`src/rtl/mojo_serial_pkg.sv`:
```
// Constants and width helpers shared by the mojo serial blocks.
package mojo_serial_pkg;

  localparam int BYTE_BITS = 8;

  function automatic int count_width(input int n);
    return $clog2(n + 1);
  endfunction

  function automatic int timer_width(input int cycles);
    return (cycles < 1) ? 1 : $clog2(cycles + 1);
  endfunction

endpackage

```
`src/rtl/mojo_serial_idle_timer.sv`:
```
// Counts idle clocks while run is high; expire is a combinational pulse on the clock the
// count would reach TIMEOUT_CYCLES. clear takes priority and also suppresses expire.
module mojo_serial_idle_timer
  import mojo_serial_pkg::*;
#(
  parameter int TIMEOUT_CYCLES = 0
) (
  input  logic clk,
  input  logic rst_n,
  input  logic clear,
  input  logic run,
  output logic expire
);

  localparam int TW = timer_width(TIMEOUT_CYCLES);
  localparam bit ENABLED = (TIMEOUT_CYCLES > 0);
  localparam logic [TW-1:0] LAST = ENABLED ? TW'(TIMEOUT_CYCLES - 1) : '0;

  logic [TW-1:0] cnt;

  assign expire = ENABLED && run && !clear && (cnt == LAST);

  always_ff @(posedge clk or negedge rst_n) begin
    if (!rst_n) begin
      cnt <= '0;
    end else if (clear || expire || !run) begin
      cnt <= '0;
    end else begin
      cnt <= cnt + TW'(1);
    end
  end

endmodule

```
`src/rtl/mojo_serial_block_rx.sv`:
```
// Packs received bytes into BLOCK_BYTES-wide blocks with one block of output buffering.
// 1-clock latency from final byte to rx_block_valid; a block completing while the output is held is dropped.
module mojo_serial_block_rx
  import mojo_serial_pkg::*;
#(
  parameter int BLOCK_BYTES    = 4,
  parameter bit MSB_FIRST      = 1,
  parameter int TIMEOUT_CYCLES = 0
) (
  input  logic                                 clk,
  input  logic                                 rst_n,
  input  logic [BYTE_BITS-1:0]                 rx_data,
  input  logic                                 new_rx_data,
  input  logic                                 flush,
  input  logic                                 clear_overflow,
  output logic [BLOCK_BYTES*BYTE_BITS-1:0]     rx_block,
  output logic                                 rx_block_valid,
  input  logic                                 rx_block_ready,
  output logic [count_width(BLOCK_BYTES)-1:0]  fill_count,
  output logic                                 overflow,
  output logic                                 timeout
);

  localparam int BLOCK_BITS = BLOCK_BYTES * BYTE_BITS;
  localparam int CW = count_width(BLOCK_BYTES);

  logic [BLOCK_BITS-1:0] asm_q;
  logic [BLOCK_BITS-1:0] asm_d;
  logic [CW-1:0]         slot;
  int                    slot_lsb;
  logic                  complete;
  logic                  accept;
  logic                  load;
  logic                  drop;
  logic                  filling;
  logic                  expire;

  // A flush in the same cycle as a byte restarts the block, so that byte is byte 0.
  assign slot     = flush ? '0 : fill_count;
  assign complete = new_rx_data && (slot == CW'(BLOCK_BYTES - 1));
  assign accept   = rx_block_valid && rx_block_ready;
  assign load     = complete && (!rx_block_valid || rx_block_ready);
  assign drop     = complete && rx_block_valid && !rx_block_ready;
  assign filling  = (fill_count != '0);

  always_comb begin
    slot_lsb = MSB_FIRST ? (BLOCK_BYTES - 1 - int'(slot)) * BYTE_BITS
                         : int'(slot) * BYTE_BITS;
    asm_d = asm_q;
    if (new_rx_data) begin
      asm_d[slot_lsb +: BYTE_BITS] = rx_data;
    end
  end

  mojo_serial_idle_timer #(
    .TIMEOUT_CYCLES(TIMEOUT_CYCLES)
  ) u_idle_timer (
    .clk    (clk),
    .rst_n  (rst_n),
    .clear  (new_rx_data || flush || !filling),
    .run    (filling),
    .expire (expire)
  );

  always_ff @(posedge clk or negedge rst_n) begin
    if (!rst_n) begin
      asm_q      <= '0;
      fill_count <= '0;
      timeout    <= 1'b0;
    end else begin
      asm_q   <= asm_d;
      timeout <= expire;
      if (new_rx_data) begin
        fill_count <= complete ? '0 : slot + CW'(1);
      end else if (flush || expire) begin
        fill_count <= '0;
      end
    end
  end

  always_ff @(posedge clk or negedge rst_n) begin
    if (!rst_n) begin
      rx_block       <= '0;
      rx_block_valid <= 1'b0;
      overflow       <= 1'b0;
    end else begin
      if (load) begin
        rx_block       <= asm_d;
        rx_block_valid <= 1'b1;
      end else if (accept) begin
        rx_block_valid <= 1'b0;
      end
      if (drop) begin
        overflow <= 1'b1;
      end else if (clear_overflow) begin
        overflow <= 1'b0;
      end
    end
  end

endmodule

```
`config.mk`:
```
export PLATFORM = sky130hd
export DESIGN_NAME = mojo_serial_block_rx
export DESIGN_NICKNAME = d
export VERILOG_FILES = /design/src/rtl/mojo_serial_pkg.sv /design/src/rtl/mojo_serial_idle_timer.sv /design/src/rtl/mojo_serial_block_rx.sv
export SDC_FILE = /design/constraint.sdc
export NUM_CORES = 1
export LEC_CHECK = 0
export CORE_UTILIZATION = 45
export DETAILED_ROUTE_END_ITERATION = 8
export PLACE_DENSITY = 0.76
export SLEW_MARGIN = 20
export SYNTH_ARGS = -nofsm -noshare
export SYNTH_HDL_FRONTEND = slang
export SYNTH_SLANG_ARGS = --single-unit
```
`constraint.sdc`:
```
create_clock -name clk -period 3.28 [get_ports clk]
set_clock_uncertainty 0.2 [all_clocks]
set_input_delay 0.656 -clock clk [delete_from_list [all_inputs] [get_ports clk]]
set_output_delay 0.656 -clock clk [all_outputs]
set_load 0.05 [all_outputs]
```
==> flow_summary.ini <==
[floorplan]
rows = 29
die_w_microns = 82.6
coreArea_sq_um = 6310
fp.dieArea_sq_um = 6820
start_util_pct = 46.3
io_pins = 52
die_h_microns = 82.6

[synth]
synth_fp_nets = 291
syn_avg_cell_area_sq_um = 10.8
netlist_area_sq_um = 2920
synthCells = 270
synth.yosys.warnings = 0
ys_ff_latch = 69
yosysSeqAreaShare_pct = 59.1
yosysUniqueCellTypes = 30

[placement]
gp_congestion = 0.799
placed_area_sq_um = 3510
io_buffers = 50
dp_hpwl_microns = 4390

[global_route]
grt_overflow = 0
grt_max_degree = 41
grt_util_all_layers_pct = 21.6
grt_pass1_vias = 2165
grt_pass1_wl_microns = 10500
antenna_found_initial = 0

[finish]
final_area_sq_um = 3710
area_growth_pct = 27.0
diodes = 0
fin_nets = 343
nFillCells = 546
final_common_cell = dfrtp_1
fin_util_pct = 58.8
mostFrequentLayoutCells = dfrtp_1, clkdlybuf4s50_1, nand2_1, o21ai_0, nor2_1
drive_gt1_share_pct = 11.0

[clock_network]
numCtsBuffers = 9
root_buffer = clkbuf_8
cts_tree = yes
holdBufCountCts = 0
post_cts_buffers = 0
clockBufferDepth = 2
ctsResizeCount = 0
clock_sinks = 69
path_clk_slew_ps = 70
clk_latency_ps = 340
h-tree-depth = 3

[routing]
initialDrtViolationCount = 133
route.vias.total = 2260
wl_per_cell_microns = 15.9
drc = 0
drtPass1Iterations = 5
finalWirelength_microns = 6420
viasPerCell = 5.59
detail-route-antenna-nets = 0

[sta]
setup_violations = 0
fin_crit_sh_pct = 84.9
fin_crit_ps = 2790
rsz0062_at_grt = false
slew_headroom_pct = 53.7
report.final.slew_viol_count = 0
hold_violations = 0
worstMarginPinSlew_ps = 695
finalSetupTns_ps = 0
max_freq_ghz = 0.359

[worst_setup_path]
required_ps = 3290
start_kind = input pin
cp-end-kind = flip-flop
path_max_fanout = 27
r2r_cells = 9
arrival_ps = 2800
critical_path_class = in2reg

[pwr]
vdd_drop_max_mv = 0.439
power.leakage_nw = 1.70
p_per_area_nw_per_um2 = 774

[status]
status = completed

[job]
drv_cap = 0

[hold_path]
min_path_type = in2async
==> metrics by stage <==
stage / hold slack (ps) / instances / setup slack [ps] / total power [W]
final: 156 / 404 / 495 / 0.00287
after detailed placement: 287 / 388 / 160 / 0.00220
after CTS: 173 / 404 / 509 / 0.00290
after global routing: 194 / 404 / 291 / 0.00304
after global placement: 283 / 388 / 202 / 0.00218
after floorplan: 160 / 270 / 584 / 0.00184
==> layer usage <==
layer	track usage, %	part of all wire (%)
met3	6.04	6.4
met2	32.4	46
met4	11.6	2.6
met1	28.4	45
met5	0	0
==> kinds of logic (layout without fill, tap and decap cells) <==
group                      Yosys count  in the layout  synth area share, %
and+or+nand+nor                     95             95                 16.7
DFF                                 69             69                 59.1
AOI/OAI and AO/OA                   66             66                 13.8
buffers and inverters               24             81                 4.24
muxes                                8              8                 3.08
adders and majority gates            7              7                 3.00
other                                1              1                0.128
==> cells in the mapped netlist <==
cell type	n	area [sq um]
nor2_1	26	97.6
a31oi_1	21	131
ha_1	7	87.6
nand4b_1	9	78.8
o22ai_1	1	6.26
nand2_1	29	109
o2bb2ai_1	1	8.76
dfrtp_1	69	1730
inv_1	5	18.8
mux2_2	8	90.1
buf_4	2	15.0
a41oi_1	3	26.3
nand3b_1	1	7.51
buf_2	6	30.0
clkbuf_1	5	18.8
nand4_1	5	31.3
nor4_4	1	21.3
and4bb_1	1	12.5
nor2b_1	3	18.8
inv_2	1	3.75
a21oi_1	3	15.0
nand3_1	13	65.1
a22o_1	8	70.1
o21ai_0	29	145
and3_1	1	6.26
nand2b_1	5	31.3
buf_6	2	22.5
conb_1	1	3.75
clkbuf_2	3	15.0
and4b_1	1	10.0
==> final cells by class <==
type,count,area [sq um],area share [%]
Clock buffer,11,141,3.81
Clock inverter,5,58.8,1.58
Inverter,6,22.5,0.606
Multi-Input combinational cell,177,1080,29.1
Sequential cell,69,1730,46.5
Tap cell,77,96.3,2.59
Timing Repair Buffer,59,588,15.8
==> critical path: stages <==
cell	delay, ps
clkdlybuf4s50_1	430
nor2b_1	230
nand3b_1	150
inv_1	90
ha_1	310
nor2b_1	190
nand4b_1	110
buf_4	220
o21ai_0	280
a31oi_1	140
==> flip-flops by register name (all words and copies together), names as in the netlist <==
signal          flops
rx_block           32
rx_block_valid      1
fill_count          3
overflow            1
asm_q              32
==> power by group <==
part | switching, W | internal (W) | leakage (nW)
combinational | 0.000684 | 0.000334 | 0.706
sequential | 0.0000895 | 0.00107 | 0.894
clock | 0.000324 | 0.000373 | 0.0959
total | 0.00110 | 0.00178 | 1.70
==> path summary, 6_finish.rpt <==
kind | from | to | slack [ps]
setup / recovery | flush | rx_block[29]$_DFFE_PN0P_ | 490
hold / removal | rst_n | overflow$_DFFE_PN0P_ | 160
setup reg to reg | fill_count[1]$_DFF_PN0_ | rx_block[29]$_DFFE_PN0P_ | 860
hold reg to reg | asm_q[1]$_DFF_PN0_ | asm_q[1]$_DFF_PN0_ | 310
max in group asynchronous | rst_n | rx_block[30]$_DFFE_PN0P_ | 2090
min in group clk | asm_q[1]$_DFF_PN0_ | asm_q[1]$_DFF_PN0_ | 310
No activity file was read; power rests on OpenSTA's default activity.
